--- src/rtl/serial_adder_pkg.sv ---
// serial_adder_pkg
//   Shared definitions for the bit-serial adder: the controller state
//   encoding and a helper sizing the bit counter for a given operand width.
package serial_adder_pkg;

  typedef enum logic [1:0] {
    IDLE = 2'd0,
    RUN  = 2'd1,
    DONE = 2'd2
  } state_e;

  // Counter width able to hold 0..width.
  function automatic int cnt_width(input int width);
    return $clog2(width + 1);
  endfunction

endpackage

--- src/rtl/serial_adder_if.sv ---
// serial_adder_if
//   Start/done request bundle between a requester and the serial adder.
//   Signals: start, a, b, cin (requester -> adder);
//            busy, done, sum, cout (adder -> requester).
//   Modports: master = requester side, slave = adder side.
interface serial_adder_if #(
  parameter int WIDTH = 8
);
  logic             start;
  logic [WIDTH-1:0] a;
  logic [WIDTH-1:0] b;
  logic             cin;
  logic             busy;
  logic             done;
  logic [WIDTH-1:0] sum;
  logic             cout;

  modport master (
    output start, a, b, cin,
    input  busy, done, sum, cout
  );

  modport slave (
    input  start, a, b, cin,
    output busy, done, sum, cout
  );
endinterface

--- src/rtl/serial_adder_fa.sv ---
// fa
//   One-bit full-adder cell used as the datapath slice of the serial adder.
//   Ports: a, b, c (operand bits and carry in); sum, carry (results).
module fa (
  input  logic a,
  input  logic b,
  input  logic c,
  output logic sum,
  output logic carry
);

  assign sum   = a ^ b ^ c;
  assign carry = (a & b) | (a & c) | (b & c);

endmodule

--- src/rtl/serial_adder.sv ---
// serial_adder
//   Adds two WIDTH-bit unsigned operands plus carry-in, LSB first, one bit
//   per clock through a single full-adder cell and a carry flop.
//   Ports: clk, rst_n (async active-low reset);
//          bus (slave side of serial_adder_if: start/a/b/cin in,
//               busy/done/sum/cout out, all outputs registered).
module serial_adder
  import serial_adder_pkg::*;
#(
  parameter int WIDTH = 8
) (
  input  logic               clk,
  input  logic               rst_n,
  serial_adder_if.slave      bus
);

  localparam int CW = cnt_width(WIDTH);

  state_e           state_q, state_d;
  logic [WIDTH-1:0] a_sr_q, a_sr_d;
  logic [WIDTH-1:0] b_sr_q, b_sr_d;
  logic [WIDTH-1:0] acc_q, acc_d;
  logic             carry_q, carry_d;
  logic [CW-1:0]    cnt_q, cnt_d;
  logic [WIDTH-1:0] sum_q, sum_d;
  logic             cout_q, cout_d;
  logic             busy_q, busy_d;
  logic             done_q, done_d;

  logic             fa_s;
  logic             fa_c;
  logic [WIDTH-1:0] acc_shift_s;

  fa u_fa (
    .a     (a_sr_q[0]),
    .b     (b_sr_q[0]),
    .c     (carry_q),
    .sum   (fa_s),
    .carry (fa_c)
  );

  // Next-state and datapath update for the controller and shift registers.
  always_comb begin
    state_d = state_q;
    a_sr_d  = a_sr_q;
    b_sr_d  = b_sr_q;
    acc_d   = acc_q;
    carry_d = carry_q;
    cnt_d   = cnt_q;
    sum_d   = sum_q;
    cout_d  = cout_q;
    busy_d  = busy_q;
    done_d  = 1'b0;

    // New sum bit enters at the MSB so after WIDTH shifts bit 0 sits at LSB.
    acc_shift_s            = acc_q >> 1'b1;
    acc_shift_s[WIDTH-1]   = fa_s;

    case (state_q)
      IDLE: begin
        if (bus.start) begin
          a_sr_d  = bus.a;
          b_sr_d  = bus.b;
          carry_d = bus.cin;
          cnt_d   = '0;
          acc_d   = '0;
          busy_d  = 1'b1;
          state_d = RUN;
        end else begin
          state_d = IDLE;
        end
      end
      RUN: begin
        a_sr_d  = a_sr_q >> 1'b1;
        b_sr_d  = b_sr_q >> 1'b1;
        acc_d   = acc_shift_s;
        carry_d = fa_c;
        cnt_d   = cnt_q + CW'(1);
        if (cnt_q == CW'(WIDTH - 1)) begin
          // Last bit: publish the result together with the done pulse.
          sum_d   = acc_shift_s;
          cout_d  = fa_c;
          done_d  = 1'b1;
          state_d = DONE;
        end else begin
          state_d = RUN;
        end
      end
      DONE: begin
        busy_d  = 1'b0;
        state_d = IDLE;
      end
      default: begin
        busy_d  = 1'b0;
        state_d = IDLE;
      end
    endcase
  end

  // State and output registers; reset clears everything including results.
  always_ff @(posedge clk or negedge rst_n) begin
    if (!rst_n) begin
      state_q <= IDLE;
      a_sr_q  <= '0;
      b_sr_q  <= '0;
      acc_q   <= '0;
      carry_q <= 1'b0;
      cnt_q   <= '0;
      sum_q   <= '0;
      cout_q  <= 1'b0;
      busy_q  <= 1'b0;
      done_q  <= 1'b0;
    end else begin
      state_q <= state_d;
      a_sr_q  <= a_sr_d;
      b_sr_q  <= b_sr_d;
      acc_q   <= acc_d;
      carry_q <= carry_d;
      cnt_q   <= cnt_d;
      sum_q   <= sum_d;
      cout_q  <= cout_d;
      busy_q  <= busy_d;
      done_q  <= done_d;
    end
  end

  assign bus.busy = busy_q;
  assign bus.done = done_q;
  assign bus.sum  = sum_q;
  assign bus.cout = cout_q;

endmodule
--- src/flat_wrapper.sv ---
// flat-port wrapper written by rule: the top's interface ports become plain ports
module serial_adder_flat import serial_adder_pkg::*;
#(
  parameter int WIDTH = 8
)
  (clk, rst_n, bus_start, bus_a, bus_b, bus_cin, bus_busy, bus_done, bus_sum, bus_cout);
  serial_adder_if #(.WIDTH(WIDTH)) bus_i ();
  input  logic clk;
  input  logic rst_n;
  input wire logic [$bits(bus_i.start)-1:0] bus_start;
  input wire logic [$bits(bus_i.a)-1:0] bus_a;
  input wire logic [$bits(bus_i.b)-1:0] bus_b;
  input wire logic [$bits(bus_i.cin)-1:0] bus_cin;
  output wire logic [$bits(bus_i.busy)-1:0] bus_busy;
  output wire logic [$bits(bus_i.done)-1:0] bus_done;
  output wire logic [$bits(bus_i.sum)-1:0] bus_sum;
  output wire logic [$bits(bus_i.cout)-1:0] bus_cout;
  assign bus_i.start = bus_start;
  assign bus_i.a = bus_a;
  assign bus_i.b = bus_b;
  assign bus_i.cin = bus_cin;
  assign bus_busy = bus_i.busy;
  assign bus_done = bus_i.done;
  assign bus_sum = bus_i.sum;
  assign bus_cout = bus_i.cout;
  serial_adder #(.WIDTH(WIDTH)) u_core (.clk(clk), .rst_n(rst_n), .bus(bus_i));
endmodule
--- config.mk ---
export PLATFORM = sky130hd
export DESIGN_NAME = serial_adder_flat
export DESIGN_NICKNAME = d
export VERILOG_FILES = /design/src/rtl/serial_adder_pkg.sv /design/src/rtl/serial_adder_if.sv /design/src/rtl/serial_adder_fa.sv /design/src/rtl/serial_adder.sv /design/src/flat_wrapper.sv
export SDC_FILE = /design/constraint.sdc
export NUM_CORES = 1
export LEC_CHECK = 0
export CAP_MARGIN = 10
export CORE_MARGIN = 5
export CORE_UTILIZATION = 54
export DETAILED_ROUTE_END_ITERATION = 8
export GPL_TIMING_DRIVEN = 0
export MAX_ROUTING_LAYER = met4
export PLACE_DENSITY = 0.94
export REMOVE_ABC_BUFFERS = 1
export SETUP_SLACK_MARGIN = 0.05
export SYNTH_ARGS = -nofsm -noshare
export SYNTH_HDL_FRONTEND = slang
export SYNTH_SLANG_ARGS = --single-unit
--- constraint.sdc ---
create_clock -name clk -period 4.47 [get_ports clk]
set_input_delay 1.1175 -clock clk [delete_from_list [all_inputs] [get_ports clk]]
set_output_delay 1.1175 -clock clk [all_outputs]
set_load 0.005 [all_outputs]
==> reports/metrics.cfg <==
[run_status]
status = finished clean

[sta]
holdWs_ns = 0.502
worst_clock_skew_ns = 0.0138
fin_crit_sh_pct = 63.6
setup_viol = 0
worstMarginPinSlew_ns = 1.10
slew_headroom_pct = 26.5
max_freq_mhz = 352
hold_viol = 0
setup_slack_ns = 1.63
rsz0062_at_grt = no
min_period_ns = 2.84
report.final.slew_viol_count = 0
setup_tns_ns = 0

[worst_setup_path]
worstReg2RegEnd = u_core.b_sr_q[4]$_DFFE_PN0P_
cp_slowest_stage_delay_ns = 0.76
r2r-start = u_core.state_q[0]$_DFF_PN0_
critPathLaunchType = flip-flop
endpoint = bus_done
required_ns = 3.35
worst-path-stages = 1
r2r_slack_ns = 2.39
crit_buf_inv = 1
crit_family = flip-flops
critPathCaptureType = primary output
crit_slowest_cell = dfrtp_1
path_cells = clkdlybuf4s50_1
crit_type = flip-flop to primary output
cp.arrival_ns = 1.73
ff2ff_path_depth = 3
crit_fanout = 24
startpoint = u_core.bus.done$_DFF_PN0_

[drt]
post_drt_wl_per_cell_um = 15.4
drt_iter0_drc = 32
wl_um = 3130
ant_nets = 0
drt-pass1-iter-count = 4
via_per_inst = 5.92
num_vias = 1201
drc = 0

[place]
port_buffers = 30
pre_cts_slack_ns = 1.47
place_hpwl_um = 2150
postPlaceCellArea_um2 = 1950
place_congestion = 0.784

[layout]
drive_gt1_share_pct = 11.2
final_common_cell = dfrtp_1
final_cell_mix = dfrtp_1 (40), clkdlybuf4s50_1 (29), nand2_1 (20), o21ai_0 (17), a22oi_1 (15)
antenna_cells = 0
layout.nets = 191
syn_to_final_growth_pct = 23.0
fin_area_um2 = 2030

[cts]
clk_pin_slew_ns = 0.10
cts_hold_buf = 0
cts-buffers-inserted = 5
cts-root-buf = clkbuf_4
cts.htree.levels = 2
clk_latency_ns = 0.35
clock_path_buffers = 2
cts_resized = 0
cts_tree = done
post-cts-setup-buffers = 0
cts_num_sinks = 40

[die]
std_cell_rows = 20
dieArea_um2 = 4260
core_area_um2 = 3000
fp.dieH_um = 65.3
ios = 31
die_w_um = 65.3
start_util_pct = 55.0

[synth]
synth_area_um2 = 1650
synth-seq-area-share_pct = 60.6
syn_avg_cell_area_um2 = 11.7
syn-instance-count = 141
yosysWarningCount = 0
yosys_register_bits = 40
ys_types = 20

[power_and_ir_drop]
ir_drop_mv = 0.469
p_leak_nw = 0.872
pwr_density_cell_nw_per_um2 = 646

[grt]
grt_pass1_vias = 1281
gr-total-overflow = 0
grt_max_degree = 41
track_usage_pct = 18.1
grt_pass1_wl_um = 5710
antenna_found_initial = 0

[min_path]
hp-class = flip-flop to flip-flop
holdCritStartpoint = u_core.b_sr_q[6]$_DFFE_PN0P_

[flow_run]
drv_cap = 0

## cell usage after synthesis
cell type  number  area [um^2]
mux2i_1         1         10.0
nand3_1         2         10.0
dfrtp_1        40         1000
o21ai_1         1         5.00
nand2b_1        2         12.5
fa_1            1         20.0
nor2_1          3         11.3
buf_2           3         15.0
nor2b_1         5         31.3
a22oi_1        15          113
clkbuf_1        6         22.5
o21ai_0        17         85.1
mux2_2          9          101
a22o_1          9         78.8
o311ai_0        1         8.76
nor3_4          1         16.3
o21bai_1        1         7.51
a21oi_1         3         15.0
nand2_1        20         75.1
ha_1            1         12.5
## metal layers
metal	wire (um)	global-route usage (%)	vias to the layer above	part of all wire, %
li1	-	-	564	-
met1	1310	20.7	596	42
met5	0	-	-	0
met3	154	4.62	7	4.9
met2	1600	30.2	34	51
met4	68	7.77	0	2.2
## cell families (layout without fill, tap and decap cells)
group / after synthesis / after routing / synth area share [%]
AO/OA/AOI/OAI: 47 / 47 / 18.9
adder cells (fa/ha/maj): 2 / 2 / 1.97
buffers and inverters: 9 / 38 / 2.27
flip-flops: 40 / 40 / 60.6
multiplexers: 10 / 10 / 6.74
AND/OR/NAND/NOR: 33 / 33 / 9.47
## how the worst min path moves through the flow
stage,slack [ns],to,cells past startpoint
2_1_floorplan,0.45,u_core.a_sr_q[1]$_DFFE_PN0P_,2
3_3_place_gp,0.46,u_core.b_sr_q[2]$_DFFE_PN0P_,2
3_5_place_dp,0.47,u_core.b_sr_q[4]$_DFFE_PN0P_,2
4_1_cts,0.50,u_core.b_sr_q[5]$_DFFE_PN0P_,2
5_1_grt,0.52,u_core.acc_q[1]$_DFFE_PN0P_,1
6_report,0.50,u_core.b_sr_q[6]$_DFFE_PN0P_,2
## cell type report
| type | count | area, um^2 |
|---|---|---|
| Timing Repair Buffer | 30 | 295 |
| Clock inverter | 2 | 35.0 |
| Clock buffer | 6 | 41.3 |
| Tap cell | 33 | 41.3 |
| Sequential cell | 40 | 1000 |
| Fill cell | 247 | 972 |
| Multi-Input combinational cell | 92 | 617 |
## where the power goes
part	internal [mW]	total [mW]	switching, mW
Sequential	0.509	0.645	0.136
Clock	0.117	0.227	0.110
Combinational	0.250	0.439	0.190
Total	0.876	1.31	0.436
## sequential cells by signal, summed over array words and instances (netlist names)
register and count:
u_core.state_q 1, u_core.bus.sum 8, u_core.cnt_q 4, u_core.bus.busy 1
u_core.acc_q 7, u_core.carry_q 1, u_core.b_sr_q 8, u_core.a_sr_q 8
u_core.bus.cout 1, u_core.bus.done 1
## per-stage QoR
| step | cells | power [mW] | utilization, % |
|---|---|---|---|
| floorplan | 132 | 0.898 | - |
| global placement | 195 | 1.06 | 65.1 |
| detailed placement | 195 | 1.10 | 65.1 |
| CTS | 203 | 1.33 | 67.6 |
| global route | 203 | 1.42 | 67.6 |
| finish | 203 | 1.31 | 67.6 |
No activity file was read; power rests on OpenSTA's default activity.
